**config.mk**
```make
export PLATFORM = sky130hd
export DESIGN_NAME = activity_led_bank
export DESIGN_NICKNAME = d
export VERILOG_FILES = /design/src/rtl/activity_led_bank.sv
export SDC_FILE = /design/constraint.sdc
export NUM_CORES = 1
export LEC_CHECK = 0
export CELL_PAD_IN_SITES_DETAIL_PLACEMENT = 0
export CELL_PAD_IN_SITES_GLOBAL_PLACEMENT = 1
export CORE_MARGIN = 5
export CORE_UTILIZATION = 48
export CTS_BUF_LIST = sky130_fd_sc_hd__clkbuf_8
export CTS_CLUSTER_SIZE = 14
export DETAILED_ROUTE_END_ITERATION = 7
export PLACE_DENSITY = 0.92
export SETUP_SLACK_MARGIN = 0.02
export SLEW_MARGIN = 20
export SYNTH_ARGS = -nofsm -noshare
export SYNTH_HDL_FRONTEND = slang
export SYNTH_SLANG_ARGS = --single-unit
```
**constraint.sdc**
```tcl
create_clock -name clk -period 3.6 [get_ports clk]
set_input_delay 1.08 -clock clk [delete_from_list [all_inputs] [get_ports clk]]
set_output_delay 1.08 -clock clk [all_outputs]
set_load 0.1 [all_outputs]
```
**src/rtl/activity_led_bank.sv**
```systemverilog
// Multi-channel activity LED driver: each channel stretches or blinks its LED on input
// transitions, timed by one shared 1 ms prescaler. Output polarity is set per LED.
module activity_led_bank #(
  parameter int                  CHANNELS = 4,
  parameter int                  CLK_MHZ  = 50,
  parameter logic [CHANNELS-1:0] OUT_INV  = '0
) (
  input  logic                clk,
  input  logic                reset,
  input  logic [CHANNELS-1:0] signal,
  input  logic [15:0]         hold_ms,
  input  logic [CHANNELS-1:0] mode,
  output logic [CHANNELS-1:0] flash
);

  localparam int            TICK_CYC = CLK_MHZ * 1000;
  localparam int            PW       = $clog2(TICK_CYC);
  localparam logic [PW-1:0] PRE_MAX  = PW'(TICK_CYC - 1);

  typedef enum logic [1:0] {
    ST_IDLE  = 2'd0,
    ST_ON    = 2'd1,
    ST_BLINK = 2'd2
  } state_e;

  logic [PW-1:0]              presc_q, presc_d;
  logic                       tick;
  logic [CHANNELS-1:0]        s1_q, s1_d, s2_q, s2_d, s3_q, s3_d;
  logic [CHANNELS-1:0]        edge_det;
  state_e                     state_q [CHANNELS];
  state_e                     state_d [CHANNELS];
  logic [CHANNELS-1:0][15:0]  cnt_q, cnt_d;
  logic [CHANNELS-1:0][15:0]  hold_q, hold_d;
  logic [CHANNELS-1:0][2:0]   tog_q, tog_d;
  logic [CHANNELS-1:0]        led_q, led_d;
  logic [CHANNELS-1:0]        flash_q, flash_d;

  function automatic logic [2:0] sat_inc(input logic [2:0] v);
    if (v == 3'd7) begin
      return 3'd7;
    end else begin
      return v + 3'd1;
    end
  endfunction

  // Shared 1 ms prescaler and the synchroniser / transition detector chain
  always_comb begin
    tick = (presc_q == PRE_MAX);
    if (tick) begin
      presc_d = '0;
    end else begin
      presc_d = presc_q + PW'(1);
    end
    s1_d     = signal;
    s2_d     = s1_q;
    s3_d     = s2_q;
    edge_det = s2_q ^ s3_q;
  end

  // Per-channel state machines; a transition always takes priority over the tick.
  // cnt doubles as the blink phase counter, hold keeps the value latched at load time.
  always_comb begin
    state_d = state_q;
    cnt_d   = cnt_q;
    hold_d  = hold_q;
    tog_d   = tog_q;
    led_d   = led_q;
    for (int i = 0; i < CHANNELS; i++) begin
      case (state_q[i])
        ST_IDLE: begin
          if (edge_det[i] && (hold_ms != 16'd0)) begin
            state_d[i] = mode[i] ? ST_BLINK : ST_ON;
            cnt_d[i]   = hold_ms;
            hold_d[i]  = hold_ms;
            tog_d[i]   = 3'd0;
            led_d[i]   = 1'b1;
          end else begin
            led_d[i] = 1'b0;
          end
        end
        ST_ON: begin
          if (edge_det[i]) begin
            // A zero hold_ms must not truncate a running pulse
            if (hold_ms != 16'd0) begin
              cnt_d[i]  = hold_ms;
              hold_d[i] = hold_ms;
            end else begin
              cnt_d[i] = hold_q[i];
            end
          end else if (tick) begin
            if (cnt_q[i] <= 16'd1) begin
              state_d[i] = ST_IDLE;
              cnt_d[i]   = 16'd0;
              led_d[i]   = 1'b0;
            end else begin
              cnt_d[i] = cnt_q[i] - 16'd1;
            end
          end else begin
            led_d[i] = 1'b1;
          end
        end
        ST_BLINK: begin
          if (edge_det[i]) begin
            tog_d[i] = 3'd0;
          end else if (tick) begin
            if (cnt_q[i] <= 16'd1) begin
              tog_d[i] = sat_inc(tog_q[i]);
              // Only stop on a toggle that turns the LED off
              if (led_q[i] && (sat_inc(tog_q[i]) >= 3'd4)) begin
                state_d[i] = ST_IDLE;
                cnt_d[i]   = 16'd0;
                led_d[i]   = 1'b0;
              end else begin
                led_d[i] = ~led_q[i];
                cnt_d[i] = hold_q[i];
              end
            end else begin
              cnt_d[i] = cnt_q[i] - 16'd1;
            end
          end else begin
            led_d[i] = led_q[i];
          end
        end
        default: begin
          state_d[i] = ST_IDLE;
          led_d[i]   = 1'b0;
        end
      endcase
    end
    flash_d = led_d ^ OUT_INV;
  end

  // State registers with synchronous reset
  always_ff @(posedge clk) begin
    if (reset) begin
      presc_q <= '0;
      s1_q    <= '0;
      s2_q    <= '0;
      s3_q    <= '0;
      cnt_q   <= '0;
      hold_q  <= '0;
      tog_q   <= '0;
      led_q   <= '0;
      flash_q <= OUT_INV;
      for (int i = 0; i < CHANNELS; i++) begin
        state_q[i] <= ST_IDLE;
      end
    end else begin
      presc_q <= presc_d;
      s1_q    <= s1_d;
      s2_q    <= s2_d;
      s3_q    <= s3_d;
      cnt_q   <= cnt_d;
      hold_q  <= hold_d;
      tog_q   <= tog_d;
      led_q   <= led_d;
      flash_q <= flash_d;
      for (int i = 0; i < CHANNELS; i++) begin
        state_q[i] <= state_d[i];
      end
    end
  end

  assign flash = flash_q;

endmodule

```
==> results.md, run 1 <==
| Item | Value |
|:---|:---|
| Pre-antenna DRT Iters | 6 |
| Final count of hold timing violations | 0 |
| Clock latency on the worst-skew pair | 0.48 ns |
| Ratio of cells with drive above 1 in the final layout | 0.0887 |
| Post-Synthesis Mean Instance Area | 7.69 um2 |
| Post-layout minimum cycle time | 3.22 ns |
| Synthesized-area fraction occupied by ao, oa, aoi and oai cells | 0.277 |
| Initial standard-cell utilization of the core | 0.486 |
| Yosys warns | 0 |
| Outcome | finished, final reports clean |
| RSZ-0062 raised after global routing | false |
| Required time at the worst-slack endpoint | 3.98 ns |
| Number of antenna cells inserted | 0 |
| Crit path max-delay cell type | sky130_fd_sc_hd__nor4_1 |
| Rows | 55 |
| CTS root buffer | sky130_fd_sc_hd__clkbuf_8 |
| Setup TNS Final | 0 ns |
| Number of buffers created by CTS | 17 |
| Unique cell type count in the Yosys netlist | 77 |
| Hold Crit Start | s1_q[3]$_SDFF_PP0_ |
| Total clock sinks | 180 |
| R2r endpoint | cnt_q[40]$_SDFFE_PP0P_ |
| Die Width | 161 um |
| Worst hold slack after final layout | 0.452 ns |
| Multiplexer area fraction after synthesis | 0.0412 |
| Count of pins on the block boundary | 30 |
| WHS Path Cells | 1 |
| Crit Path Max Fanout | 11 |
| Synthesized area | 11000 um2 |
| Pin count of the biggest net entering global routing | 54 |
| Gate count after technology mapping | 1426 |
| Sequential cell area | 3600 um2 |
| Number of antenna violations at the first check in global routing | 1 |
| Most common cell after layout, fill and taps aside | sky130_fd_sc_hd__nand2_1 |
| Crit share post-route | 0.894 |
| Number of H-tree branching levels | 4 |
| Endpoint kind of the worst setup timing path | register |
| Final setup violation count | 0 |
| Syn nets | 1481 |
| Last weighted congestion value of the routability-driven placer | 0.964 |
| Most common flop cell mapped by yosys | sky130_fd_sc_hd__dfxtp_1 |
| Clock slew at the register clock pins of the worst setup and hold paths | 0.10 ns |
| Worst-case hold path end point | s2_q[3]$_SDFF_PP0_ |
| Worst relative slew slack | 0.326 |
| Simple-Gate Fraction of Synth Area | 0.229 |
| Number of DRC markers in iteration 0 | 1325 |
| Number of setup buffers added after CTS | 0 |
| Vias per std cell | 6.35 |
| CP Data Arrival Time | 3.60 ns |
| CTS-repair resized insts | 0 |
| Register area share after synthesis | 0.328 |
| Cell breakdown of the critical path | clkdlybuf4s50_1 > nor4_1 > buf_4 > nand4_1 > buf_4 > o32ai_1 > buf_4 > and2_1 > o21ai_0 > a311oi_1 |
| Register-to-register setup slack | 0.52 ns |
| Remaining DRCs | 0 |
| Post-synthesis register bit count | 180 |
| Routed length per placed instance | 19.3 um |
| Top achievable clock speed | 0.311 GHz |
| Vertical die dimension | 161 um |
| Sum of overflow across all layers after global routing | 0 |
| Class of the tightest hold or removal check | reg -> reg |
| Routed Wire Length | 33.6 mm |
| Number of routed nets with antenna violations | 0 |
| Max-capacitance violation count | 0 |
| Post-synthesis adder-cell area fraction | 0.0331 |
| Reported leakage power | 4.37 nW |
| Critical path startpoint category | primary input |
| Main combinational cell family by area after synthesis | compound AO/OA/AOI/OAI gates |
| Layout overhead on the synthesized area | 10.6% |
| CP bufs+invs | 4 |
| Total number of vias | 11052 |
| Gate family responsible for the most delay along the worst path | buffers and inverters |
| Multi-input gate area | 6850 um2 |
| Worst Setup Path Type | in -> reg |
| Fin. max-slew vios | 0 |
| XOR/XNOR share of the synthesized area | 0.0431 |
| Layout Skew | 0.0181 ns |
| Core region area | 22600 um2 |
| Filler cell count in the final layout | 2165 |
| Top library cells by usage in the layout, fill and taps aside | 197 x sky130_fd_sc_hd__nand2_1, 180 x sky130_fd_sc_hd__dfxtp_1, 131 x sky130_fd_sc_hd__nor2_1, 125 x sky130_fd_sc_hd__a21oi_1, 82 x sky130_fd_sc_hd__o21ai_0 |
| Die ar. | 26000 um2 |
| Post-synth EDFFs | 0 |
| TritonCTS clock tree | yes |
| Count of hold-fix buffers inserted at cts | 0 |
| Via count of the first global-routing pass | 10210 |
| Port buffer count | 29 |
| Max incr delay on CP | 0.56 ns |
| Nets | 1497 |
| VDD IR max | 0.419 mV |
| Measured slew at the worst slew-check pin | 1.01 ns |
| HPWL Detailed | 22.9 mm |
| Worst reg2reg path depth | 7 |
| Critical path's most frequent cell | sky130_fd_sc_hd__buf_4 |
| Global-route wire length before repair | 53.8 mm |
| Max clock buf depth | 2 |
| Worst R2R Start | presc_q[4]$_SDFF_PP0_ |
| Pwr dens | 739 nW/um2 |
| Global-route usage over all layers | 0.251 |
| Async S/R FF share, synth | 0 |
## Yosys cell counts, types with 5 or more instances
cell type,count,area share
sky130_fd_sc_hd__a211o_1,5,0.0040
sky130_fd_sc_hd__nor2b_1,15,0.0086
sky130_fd_sc_hd__a211oi_1,10,0.0068
sky130_fd_sc_hd__o41ai_1,11,0.0088
sky130_fd_sc_hd__a22oi_1,10,0.0068
sky130_fd_sc_hd__xnor2_1,22,0.018
sky130_fd_sc_hd__o21ai_1,6,0.0027
sky130_fd_sc_hd__and2_1,16,0.0091
sky130_fd_sc_hd__nand2b_1,5,0.0029
sky130_fd_sc_hd__nor2_1,132,0.045
sky130_fd_sc_hd__mux2i_1,44,0.040
sky130_fd_sc_hd__ha_1,29,0.033
sky130_fd_sc_hd__nand3_1,35,0.016
sky130_fd_sc_hd__clkbuf_1,86,0.029
sky130_fd_sc_hd__o2111ai_1,13,0.010
sky130_fd_sc_hd__or4_1,10,0.0068
sky130_fd_sc_hd__a32oi_1,8,0.0064
sky130_fd_sc_hd__inv_1,33,0.011
sky130_fd_sc_hd__buf_1,5,0.0017
sky130_fd_sc_hd__a32o_1,9,0.0082
sky130_fd_sc_hd__o21ai_0,82,0.037
sky130_fd_sc_hd__nor3_1,37,0.017
sky130_fd_sc_hd__o31ai_1,10,0.0068
sky130_fd_sc_hd__nor4_1,20,0.011
sky130_fd_sc_hd__a31oi_1,9,0.0051
sky130_fd_sc_hd__o211ai_1,11,0.0075
sky130_fd_sc_hd__o2bb2ai_1,24,0.019
sky130_fd_sc_hd__or2_2,6,0.0034
sky130_fd_sc_hd__o221ai_1,8,0.0064
sky130_fd_sc_hd__dfxtp_1,180,0.33
sky130_fd_sc_hd__and3_1,8,0.0046
sky130_fd_sc_hd__nand2_1,197,0.067
sky130_fd_sc_hd__o22ai_1,25,0.014
sky130_fd_sc_hd__buf_2,6,0.0027
sky130_fd_sc_hd__a21oi_1,125,0.057
sky130_fd_sc_hd__nor3b_1,7,0.0048
sky130_fd_sc_hd__a21o_1,5,0.0034
sky130_fd_sc_hd__nand4_1,17,0.0097
sky130_fd_sc_hd__a22o_1,5,0.0040
sky130_fd_sc_hd__or3_1,14,0.0080
sky130_fd_sc_hd__a221oi_1,19,0.015
sky130_fd_sc_hd__o21a_1,9,0.0062
sky130_fd_sc_hd__xor2_1,32,0.026
sky130_fd_sc_hd__a21boi_0,7,0.0048
## through the flow
stage                      util  worst slack [ns]  instance area [um2]  power (mW)  instances
after floorplan               -             0.403                11000        6.24       1426
after global placement    0.521            0.0678                11700        7.41       1708
after detailed placement  0.521           -0.0712                11700        7.46       1708
after CTS                 0.538             0.431                12100        8.88       1740
after global routing      0.538             0.304                12100        9.56       1740
final                     0.538             0.381                12100        8.97       1740
## registers in the layout, indices dropped and copies added, names as in the netlist, 8 cells and up
name     count
cnt_q       64
hold_q      64
presc_q     16
tog_q       12
state_q      8
## worst reg2reg max path, stage by stage, from the launching register on
cell                       delay [ns]
sky130_fd_sc_hd__dfxtp_1         0.36
sky130_fd_sc_hd__or4bb_1         0.59
sky130_fd_sc_hd__or4_1           0.89
sky130_fd_sc_hd__or3_1           0.51
sky130_fd_sc_hd__nand3_2         0.11
sky130_fd_sc_hd__buf_4           0.24
sky130_fd_sc_hd__nor2_1          0.07
sky130_fd_sc_hd__a311oi_1        0.22
## where the power goes
part	leakage, nW	total (mW)	switching (mW)	internal, mW
registers	1.47	2.66	0.374	2.28
clock network	0.191	1.40	0.811	0.593
logic	2.72	4.91	3.03	1.88
total	4.37	8.97	4.22	4.75
## how the worst max path moves through the flow
stage / start / endpoint / slack (ns) / cells after the start
floorplan: hold_ms[11] / hold_q[61]$_SDFFE_PP0P_ / 0.40 / 8
global placement: hold_ms[14] / cnt_q[40]$_SDFFE_PP0P_ / 0.07 / 10
detailed placement: hold_ms[14] / cnt_q[40]$_SDFFE_PP0P_ / -0.07 / 10
CTS: hold_ms[14] / cnt_q[40]$_SDFFE_PP0P_ / 0.43 / 10
global route: hold_ms[14] / cnt_q[40]$_SDFFE_PP0P_ / 0.30 / 10
finish: hold_ms[14] / cnt_q[40]$_SDFFE_PP0P_ / 0.38 / 10
## cell families after synthesis
group	count (synthesis)
and+or+nand+nor	535
AOI/OAI and AO/OA	448
DFF	180
buffers and inverters	135
xor gates and xnor gates	54
muxes	45
adders and majority gates	29
## routing by layer
layer,global-route usage,part of all wire,wire (um),up-vias
met5,0,0.00056,19,-
met4,0.0713,0.020,680,2
met3,0.0462,0.084,2810,60
li1,-,-,-,5272
met1,0.350,0.44,15000,5252
met2,0.401,0.45,15200,466
## area by class of cell
| type | count | area share |
|---|---|---|
| Multi-Input combinational cell | 1111 | 0.564 |
| Sequential cell | 180 | 0.297 |
| Timing Repair Buffer | 97 | 0.0670 |
| Tap cell | 285 | 0.0294 |
| Clock buffer | 19 | 0.0215 |
| Inverter | 35 | 0.0108 |
| Clock inverter | 13 | 0.0101 |
(Power assumes the default switching activity.)
==> run 2, diff against run 1 <==
Settings changed: CTS_BUF_LIST sky130_fd_sc_hd__clkbuf_8 to sky130_fd_sc_hd__clkbuf_4.
==> run 2 against run 1 <==
  * Clock power down 19%
  * Total power is 3.2% lower
  * Final area is 0.99% lower
  * Non-clock buffer count did not move
  * Flip-flop and latch count did not move
  * Largest power group unchanged
  * Critical endpoint unchanged
  * Fmax rose by 3.1%
==> results.md, run 2 (synthesis gave the netlist of run 1 again) <==
| Item | Value | Change |
|:---|:---|:---|
| Crit Path Max Fanout | 11 | unchanged |
| R2r endpoint | cnt_q[40]$_SDFFE_PP0P_ |  |
| Number of antenna violations at the first check in global routing | 2 | +1 |
| Critical path startpoint category | primary input |  |
| Number of DRC markers in iteration 0 | 1222 | -7.8% |
| Layout overhead on the synthesized area | 9.50% |  |
| Crit path launch | hold_ms[14] |  |
| Pre-antenna DRT Iters | 6 | unchanged |
| Top achievable clock speed | 0.320 GHz | +3.1% |
| Number of setup buffers added after CTS | 0 | unchanged |
| Largest regs | cnt_q x64, hold_q x64, presc_q x16 |  |
| Global-route usage over all layers | 0.249 | -0.00216 |
| Worst R2R Start | presc_q[4]$_SDFF_PP0_ |  |
| Number of buffers created by CTS | 17 | unchanged |
| Layout Skew | 0.0313 ns | +0.0131 ns |
| Post-layout utilization of the core | 0.532 | -0.00532 |
| Clock slew at the register clock pins of the worst setup and hold paths | 0.16 ns | +0.06 ns |
| Crit share post-route | 0.867 | -0.0272 |
| Final count of hold timing violations | 0 | unchanged |
| VDD IR max | 0.422 mV | +0.59% |
| Routed length per placed instance | 19.2 um | -0.83% |
| Class of the tightest hold or removal check | reg -> reg |  |
| Critical path's most frequent cell | sky130_fd_sc_hd__buf_4 |  |
| Worst reg2reg path depth | 7 | unchanged |
| Top library cells by usage in the layout, fill and taps aside | 197 x sky130_fd_sc_hd__nand2_1, 180 x sky130_fd_sc_hd__dfxtp_1, 131 x sky130_fd_sc_hd__nor2_1, 125 x sky130_fd_sc_hd__a21oi_1, 82 x sky130_fd_sc_hd__o21ai_0 |  |
| Number of routed nets with antenna violations | 0 | unchanged |
| Remaining DRCs | 0 | unchanged |
| Ratio of cells with drive above 1 in the final layout | 0.0880 | -0.000687 |
| Number of H-tree branching levels | 4 | unchanged |
| Total number of vias | 11019 | -0.30% |
| Vertical die dimension | 161 um | unchanged |
| CTS root buffer | sky130_fd_sc_hd__clkbuf_4 |  |
| Vias per std cell | 6.33 | -0.36% |
| Endpoint of the most critical setup path | cnt_q[40]$_SDFFE_PP0P_ |  |
| Core region area | 22600 um2 | unchanged |
| Pin count of the biggest net entering global routing | 54 | unchanged |
| Clock latency on the worst-skew pair | 0.59 ns | +0.11 ns |
| Die ar. | 26000 um2 | unchanged |
| Number of cells on the critical path | 10 | unchanged |
| RSZ-0062 raised after global routing | false |  |
| Count of hold-fix buffers inserted at cts | 0 | unchanged |
| Worst Setup Path Type | in -> reg |  |
| Most common cell after layout, fill and taps aside | sky130_fd_sc_hd__nand2_1 |  |
| Total clock sinks | 180 | unchanged |
| Max-capacitance violation count | 0 | unchanged |
| Gate family responsible for the most delay along the worst path | buffers and inverters |  |
| Max clock buf depth | 2 | unchanged |
| Cell breakdown of the critical path | clkdlybuf4s50_1 > nor4_1 > buf_4 > nand4_1 > buf_4 > o32ai_1 > buf_4 > and2_1 > o21ai_0 > a311oi_1 |  |
| Overall Power | 8.68 mW | -3.2% |
| Rows | 55 | unchanged |
| Endpoint kind of the worst setup timing path | register |  |
| Port buffer count | 29 | unchanged |
| Global-route wire length before repair | 53.2 mm | -1.1% |
| Crit path max-delay cell type | sky130_fd_sc_hd__nor4_1 |  |
| Multi-input gate area | 6850 um2 | unchanged |
| Non-filler instance count after layout | 1741 | +0.057% |
| Measured slew at the worst slew-check pin | 1.02 ns | +0.0133 ns |
| CP Data Arrival Time | 3.61 ns | about the same |
| HPWL Detailed | 22.9 mm | unchanged |
| Placed cell count | 1708 | unchanged |
| Routed Wire Length | 33.4 mm | -0.77% |
| Initial standard-cell utilization of the core | 0.486 | unchanged |
| Pwr dens | 723 nW/um2 | -2.2% |
| Reported leakage power | 4.32 nW | -1.3% |
| Sum of overflow across all layers after global routing | 0 | unchanged |
| Worst hold slack after final layout | 0.452 ns | +0.0000310 ns |
| Filler cell count in the final layout | 2180 | +0.69% |
| Sequential cell area | 3600 um2 | unchanged |
| Last weighted congestion value of the routability-driven placer | 0.964 | unchanged |
| Worst relative slew slack | 0.317 | -0.00892 |
| Max incr delay on CP | 0.57 ns | about the same |
| Outcome | finished, final reports clean |  |
| Die Width | 161 um | unchanged |
| Fin. max-slew vios | 0 | unchanged |
| Final setup violation count | 0 | unchanged |
| TritonCTS clock tree | yes |  |
| Post-layout minimum cycle time | 3.12 ns | -0.0980 ns |
| CP bufs+invs | 4 | unchanged |
| CTS-repair resized insts | 0 | unchanged |
| Register-to-register setup slack | 0.53 ns | about the same |
| Count of pins on the block boundary | 30 | unchanged |
| Via count of the first global-routing pass | 10159 | -0.50% |
| Nets | 1497 | unchanged |
| Required time at the worst-slack endpoint | 4.09 ns | +0.11 ns |
==> run 2: cell count changes in the layout (fill, tap and decap cells not counted), sizes merged <==
cell | before | now
clkbuf | 19 | 18
diode | 0 | 1
clkinv | 6 | 8
inv | 38 | 37
==> run 2: per-stage QoR <==
stage / worst slack (ns) / instance area, um2 / setup TNS [ns]
after global routing: 0.433 / 12000 / 0
after floorplan: 0.403 / 11000 / 0
after CTS: 0.532 / 12000 / 0
final: 0.479 / 12000 / 0
after global placement: 0.0678 / 11700 / 0
after detailed placement: -0.0712 / 11700 / -0.0869
==> run 2: metal layers <==
metal,share of wire,vias to the layer above,GRT usage
met3,0.081,83,0.0477
met2,0.44,468,0.392
met1,0.45,5174,0.347
li1,-,5292,-
met4,0.027,2,0.0803
met5,0.00060,-,0
==> run 2: where the power goes <==
group          total (mW)  internal, mW  switching [mW]
Combinational        4.90          1.88            3.02
Clock                1.13         0.356           0.770
Sequential           2.66          2.28           0.372
==> run 2: worst register-to-register path, delay by kind of cell, from the launching register on <==
kind / cells / cell delay (ns)
simple gates: 5 / 2.16
flops: 1 / 0.38
compound gates: 1 / 0.22
buf+inv: 1 / 0.24
==> run 2: layout make-up <==
type | count | area share
flip-flops and latches | 180 | 0.300
multi-input cells | 1111 | 0.570
clock buffers | 18 | 0.0112
inverters | 35 | 0.0109
repair buffers | 97 | 0.0677
clock inverters | 14 | 0.0105
diodes | 1 | 0.000208
well taps | 285 | 0.0297
==> run 2: worst min path at each step <==
stage | startpoint | end | slack (ns) | depth (start not counted)
floorplan | s1_q[0]$_SDFF_PP0_ | s2_q[0]$_SDFF_PP0_ | 0.41 | 1
global placement | s1_q[1]$_SDFF_PP0_ | s2_q[1]$_SDFF_PP0_ | 0.42 | 1
detailed placement | s1_q[0]$_SDFF_PP0_ | s2_q[0]$_SDFF_PP0_ | 0.43 | 1
CTS | s1_q[3]$_SDFF_PP0_ | s2_q[3]$_SDFF_PP0_ | 0.45 | 1
global route | s1_q[3]$_SDFF_PP0_ | s2_q[3]$_SDFF_PP0_ | 0.46 | 1
finish | s1_q[3]$_SDFF_PP0_ | s2_q[3]$_SDFF_PP0_ | 0.45 | 1
